===== config.mk =====
export PLATFORM = sky130hd
export DESIGN_NAME = btn_debounce
export DESIGN_NICKNAME = d
export VERILOG_FILES = /design/src/rtl/btn_debounce.sv
export SDC_FILE = /design/constraint.sdc
export NUM_CORES = 1
export LEC_CHECK = 0
export BUFFER_PORTS_ARGS = -buffer_cell sky130_fd_sc_hd__buf_2
export CAP_MARGIN = 20
export CORE_MARGIN = 1.5
export CORE_UTILIZATION = 55
export DETAILED_ROUTE_END_ITERATION = 6
export GPL_TIMING_DRIVEN = 0
export PLACE_DENSITY = 0.81
export SYNTH_ARGS = -nofsm -noshare
export SYNTH_HDL_FRONTEND = slang
export SYNTH_SLANG_ARGS = --single-unit

===== constraint.sdc =====
create_clock -name clk -period 2.25 [get_ports clk]
set_input_delay 0.225 -clock clk [delete_from_list [all_inputs] [get_ports clk]]
set_output_delay 0.225 -clock clk [all_outputs]
set_load 0.02 [all_outputs]

===== src/rtl/btn_debounce.sv =====
`default_nettype none
// ============================================================================
// btn_debounce: pushbutton synchroniser, debounce FSM, press/release/long
// pulses and wrapping press counter.            Revision: 1.0
// ============================================================================
module btn_debounce #(
   parameter int SYNC_STAGES       = 2,
   parameter int DEBOUNCE_CYCLES   = 250000,
   parameter int LONG_PRESS_CYCLES = 25000000,
   parameter int ACTIVE_LOW        = 0
) (
   input  logic       clk,
   input  logic       rst,
   input  logic       btn_raw,
   output logic       btn_level,
   output logic       btn_press,
   output logic       btn_release,
   output logic       btn_long,
   output logic [7:0] press_count
);

   localparam int CW = $clog2(DEBOUNCE_CYCLES + 1);
   localparam logic [CW-1:0] CNT_LAST = CW'(DEBOUNCE_CYCLES - 1);
   localparam logic [CW-1:0] CNT_ONE  = CW'(1);
   localparam int HW = (LONG_PRESS_CYCLES < 2) ? 1 : $clog2(LONG_PRESS_CYCLES);
   localparam logic [HW-1:0] HOLD_LAST = (LONG_PRESS_CYCLES < 1) ? '0 : HW'(LONG_PRESS_CYCLES - 1);
   localparam logic [HW-1:0] HOLD_ONE  = HW'(1);
   localparam bit LONG_EN = (LONG_PRESS_CYCLES != 0);

   typedef enum logic [1:0] {
      RELEASED     = 2'd0,
      PRESS_WAIT   = 2'd1,
      PRESSED      = 2'd2,
      RELEASE_WAIT = 2'd3
   } state_t;

   logic [SYNC_STAGES-1:0] sync;
   logic                   s;
   state_t                 state;
   logic [CW-1:0]          cnt;
   logic [HW-1:0]          hold;

   always_ff @(posedge clk) begin
      if (rst) begin
         sync <= '0;
      end else begin
         sync <= {sync[SYNC_STAGES-2:0], btn_raw ^ (ACTIVE_LOW != 0)};
      end
   end

   assign s = sync[SYNC_STAGES-1];

   // Entering a wait state already counts the first stable cycle, so the
   // level moves exactly DEBOUNCE_CYCLES edges after s first shows the change.
   always_ff @(posedge clk) begin
      if (rst) begin
         state       <= RELEASED;
         cnt         <= '0;
         hold        <= '0;
         btn_level   <= 1'b0;
         btn_press   <= 1'b0;
         btn_release <= 1'b0;
         btn_long    <= 1'b0;
         press_count <= 8'd0;
      end else begin
         btn_press   <= 1'b0;
         btn_release <= 1'b0;
         btn_long    <= 1'b0;

         if (LONG_EN && btn_level && (hold != HOLD_LAST)) begin
            hold <= hold + HOLD_ONE;
            if ((hold + HOLD_ONE) == HOLD_LAST) begin
               btn_long <= 1'b1;
            end
         end

         case (state)
            RELEASED: begin
               if (s) begin
                  if (DEBOUNCE_CYCLES == 1) begin
                     state       <= PRESSED;
                     btn_level   <= 1'b1;
                     btn_press   <= 1'b1;
                     press_count <= press_count + 8'd1;
                     hold        <= '0;
                     btn_long    <= (LONG_PRESS_CYCLES == 1);
                  end else begin
                     state <= PRESS_WAIT;
                     cnt   <= CNT_ONE;
                  end
               end
            end
            PRESS_WAIT: begin
               if (!s) begin
                  state <= RELEASED;
               end else if (cnt == CNT_LAST) begin
                  state       <= PRESSED;
                  btn_level   <= 1'b1;
                  btn_press   <= 1'b1;
                  press_count <= press_count + 8'd1;
                  hold        <= '0;
                  btn_long    <= (LONG_PRESS_CYCLES == 1);
               end else begin
                  cnt <= cnt + CNT_ONE;
               end
            end
            PRESSED: begin
               if (!s) begin
                  if (DEBOUNCE_CYCLES == 1) begin
                     state       <= RELEASED;
                     btn_level   <= 1'b0;
                     btn_release <= 1'b1;
                  end else begin
                     state <= RELEASE_WAIT;
                     cnt   <= CNT_ONE;
                  end
               end
            end
            RELEASE_WAIT: begin
               if (s) begin
                  state <= PRESSED;
               end else if (cnt == CNT_LAST) begin
                  state       <= RELEASED;
                  btn_level   <= 1'b0;
                  btn_release <= 1'b1;
               end else begin
                  cnt <= cnt + CNT_ONE;
               end
            end
            default: state <= RELEASED;
         endcase
      end
   end

endmodule
`default_nettype wire


Word level (Yosys, flattened, before mapping)
Cells that the tools add are included.
Widths: inputs -> output; s select.
{"block": "totals", "latchBits": 0, "elab_cells": 66, "register_bits": 59, "romBits": 0, "mem_bits_rw": 0, "input_bits": 3, "memories": 0, "output_inout_bits": 12}
{"block": "classes", "muxes": 28, "div_mod_pow": 0, "n_shift": 0, "n_mul": 0, "order_cmp": 0, "eq_ne": 14, "n_reduce_logical": 9, "n_bitwise": 3, "n_addsub": 3}
{"op": "$mux 25", "n": 4}
{"op": "$mux 18", "n": 5}
{"op": "$pmux 18 s4", "n": 1}
{"op": "$add 25x1->25 const B", "n": 1}
{"op": "$eq 25x25->1 const B", "n": 1}
{"op": "$ne 25x25->1 const B", "n": 1}
{"op": "$add 18x1->18 const B", "n": 1}
{"op": "$eq 18x18->1 const B", "n": 1}
{"op": "$mux 2", "n": 6}
{"op": "$ne 2x2->1 const B", "n": 6}
{"op": "$mux 1", "n": 10}
{"op": "$add 8x1->8 const B", "n": 1}
{"op": "$pmux 2 s4", "n": 1}
{"op": "$reduce_and 4->1", "n": 2}
{"op": "$ne 3x3->1 const B", "n": 2}
{"op": "$reduce_or 3->1", "n": 2}
{"op": "$reduce_and 5->1", "n": 1}
{"op": "$eq 2x2->1 const B", "n": 2}
{"op": "$not 1->1", "n": 3}
{"op": "$reduce_and 3->1", "n": 1}
{"op": "$eq 2x1->1 const B", "n": 1}
{"op": "$logic_not 2->1", "n": 1}
{"op": "$pmux 1 s2", "n": 1}
{"op": "$reduce_bool 2->1", "n": 1}
{"op": "$logic_and 1x1->1", "n": 1}

Longest topological paths before layout
Gate-level depths: netlist of run 1.
{"block": "logic_depth", "ltp_word": 7, "depth_mapped": 9, "depth_no_buf": 7}

Least setup slack after synthesis of run 1
Ideal clock, no wire load.
{"block": "synth_timing", "path_kind": "flip-flop to flip-flop", "start": "reg hold[0]", "end": "reg hold[18]", "arrival_ns": 2.297, "path_buffers": 1, "path_slack_ns": -0.164, "synth_period_minus_slack_ns": 2.414, "t_required_ns": 2.133, "setup_time_ns": 0.117, "path_stages_with_launch": 9, "path_cell_list": "dfxtp_1 -> ha_1 -> nand3_2 -> or4_4 -> o41ai_4 -> buf_6 -> nor3_1 -> xnor2_1 -> nor2_1"}
{"block": "synth_between", "elab_chain_cells": 6, "word_cells_on_any_way": 7, "cone_classes": "add/sub: 1; eq/ne: 1; mux: 4; reduce/logical: 1"}
{"element": "start: declaration", "line": "41", "source": "logic [HW-1:0] hold;"}
{"element": "start signal: assignment", "line": "71", "source": "hold <= hold + HOLD_ONE;"}
{"element": "branches (longest 2 deep; another with $add 25x1->25)"}
{"element": "$mux 25 (*)", "line": "70", "source": "if (LONG_EN && btn_level && (hold != HOLD_LAST)) begin"}
{"element": "$mux 25", "line": "96", "source": "end else if (cnt == CNT_LAST) begin"}
{"element": "$mux 25", "line": "94", "source": "if (!s) begin"}
{"element": "$mux 25 (*)", "line": "77", "source": "case (state)"}
Every way passes the cells marked *.
A chain may end at the register's enable or synchronous reset.

Worst setup path in the final report of run 1
{"block": "layout_timing", "start": "reg hold[0]", "end": "reg hold[13]"}
Same word-level chain as after synthesis.

==> results of run 1 <==
-- worst paths after layout --
kind | startpoint | slack, ns | depth (start not counted) | end
setup reg to reg | hold[0]$_SDFF_PP0_ | 0.03 | 8 | hold[13]$_SDFF_PP0_
hold / removal | btn_raw | 0.1 | 2 | sync[0]$_SDFF_PP0_
setup / recovery | hold[0]$_SDFF_PP0_ | 0.03 | 8 | hold[13]$_SDFF_PP0_
hold reg to reg | sync[0]$_SDFF_PP0_ | 0.45 | 1 | sync[1]$_SDFF_PP0_
-- stage by stage --
| stage | TNS (ns) | hold WS [ns] | cell area, sq um |
|---|---|---|---|
| after floorplan | 0 | 0.353 | 3000 |
| after global placement | -6.72 | 0.418 | 3150 |
| after detailed placement | -8.60 | 0.431 | 3150 |
| after CTS | 0 | 0.0826 | 3490 |
| after global routing | -0.350 | 0.117 | 3620 |
| final | 0 | 0.0955 | 3620 |
-- layout make-up --
class / count / area (sq um) / area share
timing repair buffer: 28 / 203 / 0.0560
tap: 70 / 87.6 / 0.0242
sequential: 59 / 1200 / 0.331
buffer: 16 / 97.6 / 0.0269
clock inverter: 5 / 100 / 0.0276
multi-input combinational: 278 / 1770 / 0.488
inverter: 7 / 26.3 / 0.00725
clock buffer: 11 / 141 / 0.0390
-- cells by family (layout without fill, tap and decap cells) --
| group | Yosys count | after routing |
|---|---|---|
| DFF | 59 | 59 |
| and+or+nand+nor | 181 | 181 |
| xor gates and xnor gates | 43 | 43 |
| buffers and inverters | 31 | 67 |
| adders and majority gates | 4 | 4 |
| AOI/OAI and AO/OA | 50 | 50 |
-- placed cells by master (no fill, tap or decap), types with 3 or more instances in the layout --
cell	Yosys	layout
nor4_1	5	3
nand3_1	14	12
a211oi_1	3	3
buf_2	5	15
dfxtp_4	0	3
dfxtp_2	0	6
nor3_1	19	16
nand2_1	34	32
inv_1	7	7
bufinv_16	0	3
ha_1	4	3
xnor2_1	23	23
o21ai_0	14	14
a31oi_1	4	4
dfxtp_1	59	50
a21oi_1	18	18
nor2_1	48	48
nand4_1	20	20
and3_1	7	6
buf_6	2	3
buf_4	1	14
xor2_1	20	20
and4_1	5	5
clkbuf_1	13	6
or3_1	14	14
clkbuf_8	0	10
-- what timing repair did --
action	CTS	global route
hold buffers	0	0
resized for setup	13	27
buffers inserted	8	5
cloned	1	1
endpoints found under the setup margin	31	40
hold endpoints to repair	0	0
pin swaps	3	10
-- report_power, final --
| part | total [mW] | internal [mW] | switching (mW) |
|---|---|---|---|
| combinational | 0.122 | 0.0543 | 0.0678 |
| sequential | 1.06 | 1.05 | 0.0106 |
| clock | 1.19 | 0.763 | 0.423 |
| total | 2.37 | 1.87 | 0.501 |
-- flip-flops by register name (all words and copies together), names as in the netlist, named ones only --
| signal | flops |
|---|---|
| btn_release | 1 |
| btn_press | 1 |
| sync | 2 |
| btn_level | 1 |
| press_count | 8 |
| btn_long | 1 |
| hold | 25 |
| state | 1 |
| cnt | 18 |
-- layer usage --
metal	track usage	vias up	part of all wire
met5	0	-	0
met3	0.0452	32	0.059
met1	0.281	1314	0.43
met2	0.390	114	0.47
met4	0.124	0	0.041
li1	-	1349	-
==> flow_summary_export.csv, run 1 <==
group,metric,value,unit
setup_path,crit_arrival,2.46,ns
cts,clkTransAtPathRegs,0.07,ns
global_routing,grt_pass1_vias,2531,
synth,synthSimpleGateAreaFrac,0.309,
die,core,5170,sq um
power,p_per_area,654,nW/um^2
cts,cts-root-buf,"clkbuf_8",
route,drc,0,
sta,post-route-period-util,0.986,
setup_path,crit_path_end_kind,"flop",
sta,final_hold_viol_count,0,
die,pin_count,15,
placement,place_ws,-0.388,ns
cts,clk_latency,0.34,ns
die,dieHeight,76.8,um
setup_path,cpPeakStageDelay,0.57,ns
worst_hold_path,hp-class,"in2reg",
synth,ys_seq_area_frac,0.395,
route,ant_nets,0,
synth,synthAdderAreaFrac,0.0167,
route,drtIter0Drc,304,
synth,yosysTopAreaCell,"dfxtp_1",
synth,muxShareOfSynthArea,0,
synth,netlist-cell-type-count,47,
sta,grt_setup_unrepaired,"yes",
synth,synth_top_family_by_area,"simple AND/OR/NAND/NOR gates",
setup_path,cp_max_fo,5,
synth,syn-cell-area,2990,sq um
cts,clock-sinks,59,
cts,htree_num_levels,3,
global_routing,gr-total-overflow,0,
setup_path,critical_path.startpoint_type,"flop",
route,dr.pass1.iters,7,
cts,cts_made_buffers,9,
setup_path,cp_num_buf_inv,1,
die,num_rows,26,
die,initial_core_util,0.578,
synth,syn_area_per_cell,8.13,sq um
placement,dp_cells,451,
setup_path,path_delay_family,"simple AND/OR/NAND/NOR gates",
placement,dp_hpwl,4190,um
route,avgViaCountPerCell,5.93,
synth,ys.warnings.count,0,
sta,setup_slack,0.0314,ns
sta,worst_slew_pin_slew,0.512,ns
synth,synth-compound-area-share,0.105,
sta,period_needed,2.22,ns
die,dieArea,5890,sq um
synth,ys_seq_elements,59,
route,routed_wirelength,7060,um
synth,synth.most_common_cell,"dfxtp_1",
final_layout,layout-drive-gt1-share,0.198,
final_layout,n_fill_cell,376,
sta,setup_viol,0,
final_layout,syn_to_final_growth,21.1,%
power,vdd_ir_drop_max,469,uV
global_routing,antenna_found_initial,0,
power,finalPower,2.37,mW
sta,max-slew-margin-rel,0.656,
synth,synth-xor-area-share,0.126,
global_routing,gr-usage-all-layers,0.233,
final_layout,diodes,0,
sta,fmax,451,MHz
synth,postSynthCellCount,368,
cts,clk_path_buf_depth,2,
synth,synthTopCellsByCount,"dfxtp_1 (59), nor2_1 (48), nand2_1 (34)",
status,status,"complete, no violations",
cts,cts_tree,"yes",
placement,port_buffers,13,
setup_path,worstPathCellList,"ha_4 > nand3_4 > or4_4 > o41a_1 > buf_6 > nand4_1 > xor2_1 > nor2_1",
synth,synth_ff_type,"dfxtp_1",
power,power.leakage,1.27,nW
setup_path,cp_slowest_cell,"or4_4",
final_layout,utilization,0.700,
synth,synth_async_sr_flop_share,0,
final_layout,fin_cells,474,
route,wl_per_cell,14.9,um
global_routing,grt_pass1_wl,11200,um
synth,synth_top_area_frac,0.395,
placement,routabilityCongestion,0.905,
die,fp.dieW,76.8,um
final_layout,nNetsFinal,406,
route,num_vias,2809,
synth,synth_edf_count,0,
setup_path,path_class,"reg2reg",
synth,syn_nets,375,
job,max_cap_viol_count,0,
sta,maxSlewViolCount,0,
global_routing,grt_max_degree,11,
synth,ys_top_cells_by_area,"dfxtp_1 (39%), xnor2_1 (6.7%), nor2_1 (6.0%)",
setup_path,crit_required,2.49,ns
sta,skew,0.0101,ns
Note: power is estimated with default switching activity, not from simulation.
==> inputs of run 2 (changes only) <==
--- a/config.mk
+++ b/config.mk
@@ -12,6 +12,7 @@
 export DETAILED_ROUTE_END_ITERATION = 6
 export GPL_TIMING_DRIVEN = 0
 export PLACE_DENSITY = 0.81
+export REMOVE_ABC_BUFFERS = 1
 export SYNTH_ARGS = -nofsm -noshare
 export SYNTH_HDL_FRONTEND = slang
 export SYNTH_SLANG_ARGS = --single-unit
==> run 2 against run 1 <==
Effect of this change:
- worst hold slack gained 0.029 ns
- critical path depth shrank 1
- sequential share of layout area grew 2.3 points
- setup slack gained 0.018 ns
- clock power shrank 33%
- wire length shrank 10%
- fmax grew 0.81%
- final cell count shrank 4.0%
- highest routed layer unchanged
==> flow_summary_export.csv, run 2 (synthesized netlist as in run 1, its figures left out) <==
group,metric,value,unit
status,status,"complete, no violations",
route,num_vias,2672,
power,p_switching,0.460,mW
route,wl_per_cell,13.9,um
die,dieArea,5890,sq um
final_layout,mostFrequentLayoutCell,"dfxtp_1",
final_layout,nNetsFinal,390,
sta,final_hold_viol_count,0,
global_routing,grt_max_degree,27,
worst_hold_path,hp-class,"in2reg",
sta,period_needed,2.20,ns
power,netSwitchingFraction,0.235,
final_layout,multiInputGateArea,1750,sq um
route,ant_nets,0,
route,drtIter0Drc,229,
global_routing,grt_pass1_vias,2392,
setup_path,path_class,"reg2reg",
final_layout,largest_reg_flops,25,
global_routing,antenna_found_initial,0,
sta,fmax,454,MHz
setup_path,crit_arrival,2.41,ns
cts,cts_tree,"yes",
job,max_cap_viol_count,0,
cts,clkTransAtPathRegs,0.06,ns
sta,whs,0.125,ns
final_layout,fin_area,3380,sq um
placement,dp_hpwl,3780,um
die,num_rows,26,
global_routing,grt_pass1_wl,10500,um
cts,clock-sinks,59,
setup_path,crit_required,2.46,ns
die,dieHeight,76.8,um
sta,worst_slew_pin_slew,0.514,ns
cts,htree_num_levels,3,
setup_path,crit_path_end_kind,"flop",
cts,cts-root-buf,"clkbuf_8",
die,pin_count,15,
power,finalPower,1.96,mW
sta,finalSetupTns,0,ns
final_layout,mostFrequentLayoutCells,"dfxtp_1 (51), nor2_1 (48), nand2_1 (34)",
power,power.leakage,1.13,nW
final_layout,n_fill_cell,416,
final_layout,layout-drive-gt1-share,0.164,
placement,dp_cells,428,
die,initial_core_util,0.578,
setup_path,critical_path.startpoint_type,"flop",
global_routing,gr-usage-all-layers,0.219,
placement,postPlaceCellArea,3030,sq um
final_layout,top_register,"hold",
sta,post-route-period-util,0.978,
route,dr.pass1.iters,5,
cts,cts_made_buffers,9,
final_layout,top_regs,"hold (25), cnt (18), press_count (8)",
placement,port_buffers,14,
power,vdd_ir_drop_max,389,uV
route,drc,0,
power,comb_power_share,0.050,
cts,clk_latency,0.34,ns
cts,clk_path_buf_depth,2,
die,fp.dieW,76.8,um
sta,max-slew-margin-rel,0.655,
final_layout,diodes,0,
final_layout,syn_to_final_growth,13.0,%
setup_path,rrSetupSlack,0.05,ns
final_layout,seqCellArea,1200,sq um
placement,routabilityCongestion,0.826,
sta,maxSlewViolCount,0,
route,routed_wirelength,6350,um
sta,skew,0.00890,ns
final_layout,fin_cells,455,
power,clkPwrFrac,0.407,
power,p_int,1.50,mW
route,avgViaCountPerCell,5.87,
power,seq_power_share,0.543,
sta,setup_viol,0,
die,core,5170,sq um
setup_path,cp_max_fo,7,
power,p_per_area,580,nW/um^2
global_routing,gr-total-overflow,0,
-- run 2: area by class of cell --
cell class	count	share of cell area
Multi-Input combinational cell	280	0.517
Clock buffer	10	0.0407
Tap cell	70	0.0259
Timing Repair Buffer	26	0.0485
Sequential cell	59	0.355
Clock inverter	3	0.00518
Inverter	7	0.00777
-- run 2: per-layer routing --
metal | GRT usage | part of all wire
met5 | 0 | 0
met4 | 0.0926 | 0.017
met3 | 0.0583 | 0.049
met2 | 0.360 | 0.48
met1 | 0.269 | 0.45
-- run 2: repair_timing --
action | in CTS | in global routing
resized for setup | 11 | 13
pin swaps | 4 | 5
gates cloned | 1 | 1
setup buffers | 4 | 8
setup endpoints to repair | 32 | 26
hold buffers | 0 | 0
-- run 2: power groups by stage --
| stage | Sequential (mW) | Clock (mW) | Combinational, mW |
|---|---|---|---|
| finish | 1.06 | 0.797 | 0.0979 |
| global placement | 1.09 | 0 | 0.0617 |
| CTS | 1.07 | 0.810 | 0.0759 |
| global route | 1.06 | 0.854 | 0.106 |
| detailed placement | 1.09 | 0 | 0.0621 |
| floorplan | 1.09 | 0 | 0.0408 |
-- run 2: path summary, 6_finish.rpt --
path / start / end / depth (start not counted)
setup / recovery: hold[1]$_SDFF_PP0_ / hold[0]$_SDFF_PP0_ / 7
hold / removal: btn_raw / sync[0]$_SDFF_PP0_ / 2
setup reg to reg: hold[1]$_SDFF_PP0_ / hold[0]$_SDFF_PP0_ / 7
hold reg to reg: sync[0]$_SDFF_PP0_ / sync[1]$_SDFF_PP0_ / 1
-- run 2: per-stage QoR --
stage,setup slack (ns),utilization
2_1_floorplan,-0.297,-
3_3_place_gp,-0.673,0.586
3_5_place_dp,-0.688,0.586
4_1_cts,-0.0000455,0.632
5_1_grt,-0.00630,0.654
6_report,0.0493,0.654
-- run 2: critical path, cell delays in order (launching register included) --
cell,delay [ns]
dfxtp_4,0.37
ha_4,0.17
nand3_4,0.10
or4_4,0.59
o41a_4,0.50
buf_4,0.16
xnor2_1,0.14
nor2_1,0.05
